--- src/rtl/ysyx_25020037_scoreboard_pkg.sv ---
// Shared types and constants for the issue scoreboard.
// One entry per in-flight register-writing instruction.
package ysyx_25020037_scoreboard_pkg;

    localparam int NREG  = 16;
    localparam int REG_W = 4;

    typedef struct packed {
        logic             valid;
        logic [REG_W-1:0] rd;
        logic             is_load;
    } sb_entry_t;

endpackage

--- src/rtl/ysyx_25020037_sb_fifo.sv ---
// Circular buffer of in-flight writers: head/tail/count plus the oldest-load search.
// All events in a cycle act on pre-cycle state; push never targets a valid slot because full blocks it.
module ysyx_25020037_sb_fifo
    import ysyx_25020037_scoreboard_pkg::*;
#(
    parameter int DEPTH = 4
) (
    input  logic                       clk,
    input  logic                       rst,
    input  logic                       push,
    input  logic [REG_W-1:0]           push_rd,
    input  logic                       push_is_load,
    input  logic                       pop,
    input  logic                       ld_done,
    output sb_entry_t [DEPTH-1:0]      entries,
    output logic [$clog2(DEPTH):0]     count,
    output logic                       full,
    output logic                       empty
);

    localparam int PW = $clog2(DEPTH);
    localparam int CW = PW + 1;

    sb_entry_t [DEPTH-1:0] ent_q, ent_d;
    logic [PW-1:0]         head_q, head_d, tail_q, tail_d;
    logic [CW-1:0]         cnt_q, cnt_d;

    logic          do_push, do_pop;
    logic          ld_hit;
    logic [PW-1:0] ld_idx, scan_idx;

    assign do_pop  = pop && (cnt_q != '0);
    assign do_push = push && (cnt_q != CW'(DEPTH));

    // Scan from the youngest offset down so the entry nearest head wins.
    always_comb begin
        ld_hit   = 1'b0;
        ld_idx   = '0;
        scan_idx = '0;
        for (int i = DEPTH - 1; i >= 0; i--) begin
            scan_idx = head_q + PW'(i);
            if (ent_q[scan_idx].valid && ent_q[scan_idx].is_load) begin
                ld_hit = 1'b1;
                ld_idx = scan_idx;
            end
        end
    end

    always_comb begin
        ent_d  = ent_q;
        head_d = head_q;
        tail_d = tail_q;
        if (ld_done && ld_hit) begin
            ent_d[ld_idx].is_load = 1'b0;
        end
        if (do_pop) begin
            ent_d[head_q] = '0;
            head_d        = head_q + PW'(1);
        end
        if (do_push) begin
            ent_d[tail_q] = '{valid: 1'b1, rd: push_rd, is_load: push_is_load};
            tail_d        = tail_q + PW'(1);
        end
        cnt_d = cnt_q + CW'(do_push) - CW'(do_pop);
    end

    always_ff @(posedge clk) begin
        if (rst) begin
            ent_q  <= '0;
            head_q <= '0;
            tail_q <= '0;
            cnt_q  <= '0;
        end else begin
            ent_q  <= ent_d;
            head_q <= head_d;
            tail_q <= tail_d;
            cnt_q  <= cnt_d;
        end
    end

    assign entries = ent_q;
    assign count   = cnt_q;
    assign full    = (cnt_q == CW'(DEPTH));
    assign empty   = (cnt_q == '0);

endmodule

--- src/rtl/ysyx_25020037_scoreboard.sv ---
// In-order issue scoreboard between IDU and EXU: holds issue on load-use (or any RAW when BYPASS=0).
// Hazard looks only at registered entries, so releases always appear one cycle after the event.
module ysyx_25020037_scoreboard
    import ysyx_25020037_scoreboard_pkg::*;
#(
    parameter int DEPTH  = 4,
    parameter int BYPASS = 1
) (
    input  logic                   clk,
    input  logic                   rst,
    input  logic                   iss_valid,
    input  logic [REG_W-1:0]       iss_rs1,
    input  logic [REG_W-1:0]       iss_rs2,
    input  logic                   iss_use_rs1,
    input  logic                   iss_use_rs2,
    input  logic [REG_W-1:0]       iss_rd,
    input  logic                   iss_gpr_we,
    input  logic                   iss_is_load,
    input  logic                   exu_ready,
    output logic                   iss_ready,
    input  logic                   ld_done,
    input  logic                   wb_valid,
    output logic                   stall_load,
    output logic                   full,
    output logic                   empty,
    output logic [$clog2(DEPTH):0] inflight_cnt
);

    sb_entry_t [DEPTH-1:0] ent;
    logic [DEPTH-1:0]      match, ld_match;
    logic                  hazard, fire, push;

    for (genvar g = 0; g < DEPTH; g++) begin : g_match
        logic hit1, hit2;
        assign hit1        = iss_use_rs1 && (iss_rs1 != '0) && ent[g].valid && (ent[g].rd == iss_rs1);
        assign hit2        = iss_use_rs2 && (iss_rs2 != '0) && ent[g].valid && (ent[g].rd == iss_rs2);
        assign match[g]    = hit1 || hit2;
        assign ld_match[g] = match[g] && ent[g].is_load;
    end

    assign hazard     = (BYPASS != 0) ? (|ld_match) : (|match);
    assign stall_load = iss_valid && (|ld_match);
    // Full blocks every issue, even non-writers, so push never needs a space check here.
    assign iss_ready  = exu_ready && !hazard && !full;
    assign fire       = iss_valid && iss_ready;
    assign push       = fire && iss_gpr_we && (iss_rd != '0);

    ysyx_25020037_sb_fifo #(.DEPTH(DEPTH)) u_fifo (
        .clk          (clk),
        .rst          (rst),
        .push         (push),
        .push_rd      (iss_rd),
        .push_is_load (iss_is_load),
        .pop          (wb_valid),
        .ld_done      (ld_done),
        .entries      (ent),
        .count        (inflight_cnt),
        .full         (full),
        .empty        (empty)
    );

endmodule
--- config.mk ---
export PLATFORM = sky130hd
export DESIGN_NAME = ysyx_25020037_scoreboard
export DESIGN_NICKNAME = d
export VERILOG_FILES = /design/src/rtl/ysyx_25020037_scoreboard_pkg.sv /design/src/rtl/ysyx_25020037_sb_fifo.sv /design/src/rtl/ysyx_25020037_scoreboard.sv
export SDC_FILE = /design/constraint.sdc
export NUM_CORES = 1
export LEC_CHECK = 0
export ABC_AREA = 1
export BUFFER_PORTS_ARGS = -buffer_cell sky130_fd_sc_hd__buf_2
export CAP_MARGIN = 5
export CORE_UTILIZATION = 45
export CTS_BUF_LIST = sky130_fd_sc_hd__clkbuf_8
export DETAILED_ROUTE_END_ITERATION = 16
export MAX_ROUTING_LAYER = met4
export SLEW_MARGIN = 0
export SYNTH_ARGS = -nofsm -noshare
export SYNTH_HDL_FRONTEND = slang
export SYNTH_SLANG_ARGS = --single-unit
--- constraint.sdc ---
create_clock -name clk -period 3.3 [get_ports clk]
set_input_delay 0.495 -clock clk [delete_from_list [all_inputs] [get_ports clk]]
set_output_delay 0.495 -clock clk [all_outputs]
set_load 0.01 [all_outputs]
==> results.toml <==
[logic_synthesis]
ys_warn_count = 0
yosysSeqAreaShare = 0.237
ys_types = 27
syn-cell-area_um2 = 2620
syn-mean-instance-area_um2 = 5.83
ys_seq_elements = 31
synthCells = 450
syn_nets = 483

[floorplan]
dieArea_um2 = 6140
io_pins = 29
start_util = 0.471
coreArea_um2 = 5570
die_y_um = 78.4
num_rows = 27
die_w_um = 78.4

[worst_setup_path]
crit_buf_inv = 2
max_stage_delay_ps = 420
cp_data_arrival_time_ps = 2310
end_kind = "register"
path_cells = "inv_1 > a21oi_1 > nand2_1 > nor2_1 > nand2_1 > nand2_1 > nand2_1 > nand2_1 > nor2_4 > nand3_2 > clkinv_2 > ha_1 > fa_1 > xnor2_1 > nor2_1"
r2r_slack_ps = 1140
cp-start-kind = "register"
crit_fanout = 5
cp_common_cell = "nand2_1"
cpMaxStageDelayCell = "dfxtp_1"
worstSetupPathType = "reg -> reg"
required_ps = 3450
critPathTopFamily = "simple AND/OR/NAND/NOR gates"

[clocking]
cts.hold.buffers_added = 0
post-cts-setup-buffers = 0
cts_resized = 0
htreeDepth = 2
clock_latency_ps = 290
clk_pin_slew_worst_paths_ps = 70
cts_root_buf = "clkbuf_8"
cts_buffer_depth = 2
clock_sinks = 31
cts_buffers = 5
cts_tree = "yes"

[global_route]
grt_overflow = 0
grt_first_pass_wirelength_mm = 11.8
grt_pass1_vias = 2580
grt_start_max_net_pins = 31
gr-usage-all-layers = 0.255
antenna_found_initial = 0

[placed_design]
place_hpwl_mm = 5.50
gp_congestion = 0.878
port_buffers = 28

[pwr]
power.density_nw_per_um2 = 423
leakagePower_nw = 1.33
ir_drop_mv = 0.415

[timing]
finClkSkew_ps = 6.82
final_max_slew_viol_count = 0
relSlewSlack = 0.466
setup_viol = 0
worst_pin_slew_ps = 801
holdWs_ps = 500
setup_tns_ps = 0
final.min_clock_period_ps = 2160
fmax_mhz = 462
rsz0062_at_grt = "no"
fin_crit_sh = 0.655
hold_viol = 0

[outcome]
status = "finished, final reports clean"

[final_layout]
multi_input_area_um2 = 1690
layout.nets = 513
regArea_um2 = 621
num_antenna_cells = 0
finish.utilization = 0.518
area_delta_synth_final_pct = 9.97
n_fill_cell = 628
drive_gt1_frac = 0.183

[route]
vias_per_cell = 4.90
wl_mm = 6.99
drc = 0
ant_nets = 0
drtPass1Iterations = 5
drt_iter0_drc = 96
post_drt_wl_per_cell_um = 12.6
num_vias = 2710

[min_path]
min_path_type = "reg -> reg"

[flow_run]
drv_cap = 0
==> worst paths after layout <==
path | startpoint | to | cells past startpoint
min reg2reg | u_fifo.entries[23] | u_fifo.entries[23] | 2
max reg2reg | u_fifo.entries[5] | u_fifo.count[2] | 15
max | u_fifo.entries[5] | u_fifo.count[2] | 15
min | u_fifo.entries[23] | u_fifo.entries[23] | 2
==> cells in the final DEF (no fill, tap or decap), drive strengths merged <==
cell    netlist  routed
dfxtp        31      31
clkbuf        3       5
nor3          3       3
inv          63      65
nand4         2       2
nand2       187     187
o21ai        28      28
nor2b         1       1
nand3        24      24
buf           5      31
fa            1       1
nor2         49      49
xnor2         3       3
o21bai        2       2
a21oi        36      36
clkinv        1       2
nor4          1       1
ha           10      10
==> cell usage after synthesis (all sizes together) <==
library cell | n | area, um^2
a21oi | 36 | 251
fa | 1 | 20.0
buf | 5 | 61.3
inv | 63 | 236
clkinv | 1 | 5.00
o21bai | 2 | 15.0
nand3 | 24 | 125
xnor2 | 3 | 26.3
nor2b | 1 | 6.26
clkbuf | 3 | 11.3
o21ai | 28 | 140
nand2 | 187 | 752
ha | 10 | 125
dfxtp | 31 | 621
nor2 | 49 | 194
nor4 | 1 | 6.26
nor3 | 3 | 15.0
nand4 | 2 | 12.5
==> flip-flops by register name (all words and copies together), names as in the netlist <==
name	count
u_fifo.tail_q	2
u_fifo.head_q	2
u_fifo.entries	24
u_fifo.count	3
==> tightest hold or removal path, delay by kind of cell, from the launching register on <==
family | cells | cell delay, ps
AO/OA/AOI/OAI | 1 | 60
AND/OR/NAND/NOR | 1 | 70
flip-flops | 1 | 330
==> power breakdown <==
group,internal [W],leakage [nW],total (W),switching [W]
Combinational,0.000168,1.03,0.000487,0.000319
Clock,0.000142,0.0505,0.000289,0.000148
Sequential,0.000403,0.251,0.000443,0.0000405
==> area by class of cell <==
| class | count | area share |
|---|---|---|
| sequential | 31 | 0.215 |
| multi-input combinational | 347 | 0.585 |
| clock buffer | 5 | 0.0239 |
| inverter | 64 | 0.0837 |
| clock inverter | 3 | 0.00434 |
| tap | 72 | 0.0312 |
| timing repair buffer | 31 | 0.0564 |
==> metal layers <==
metal	wire length, um	part of all wire	vias to the layer above	track usage
li1	-	-	1450	-
met1	3320	0.48	1208	0.310
met2	3410	0.49	44	0.441
met3	172	0.025	8	0.0349
met4	82	0.012	0	0.0685
met5	0	0	-	-
==> cell families after synthesis <==
family | count (synthesis) | share of synthesized area
and+or+nand+nor | 267 | 0.423
buffers and inverters | 72 | 0.120
DFF | 31 | 0.237
xor gates and xnor gates | 3 | 0.0100
adders and majority gates | 11 | 0.0553
AOI/OAI and AO/OA | 66 | 0.155
==> metrics by stage <==
step,worst slack (ps),instance area (um^2),total power [W],cells
global route,919,2890,0.00132,553
CTS,1130,2890,0.00123,553
floorplan,932,2620,0.000803,450
global placement,924,2800,0.000941,545
detailed placement,892,2800,0.000942,545
finish,1140,2890,0.00122,553
(Power assumes the default switching activity.)
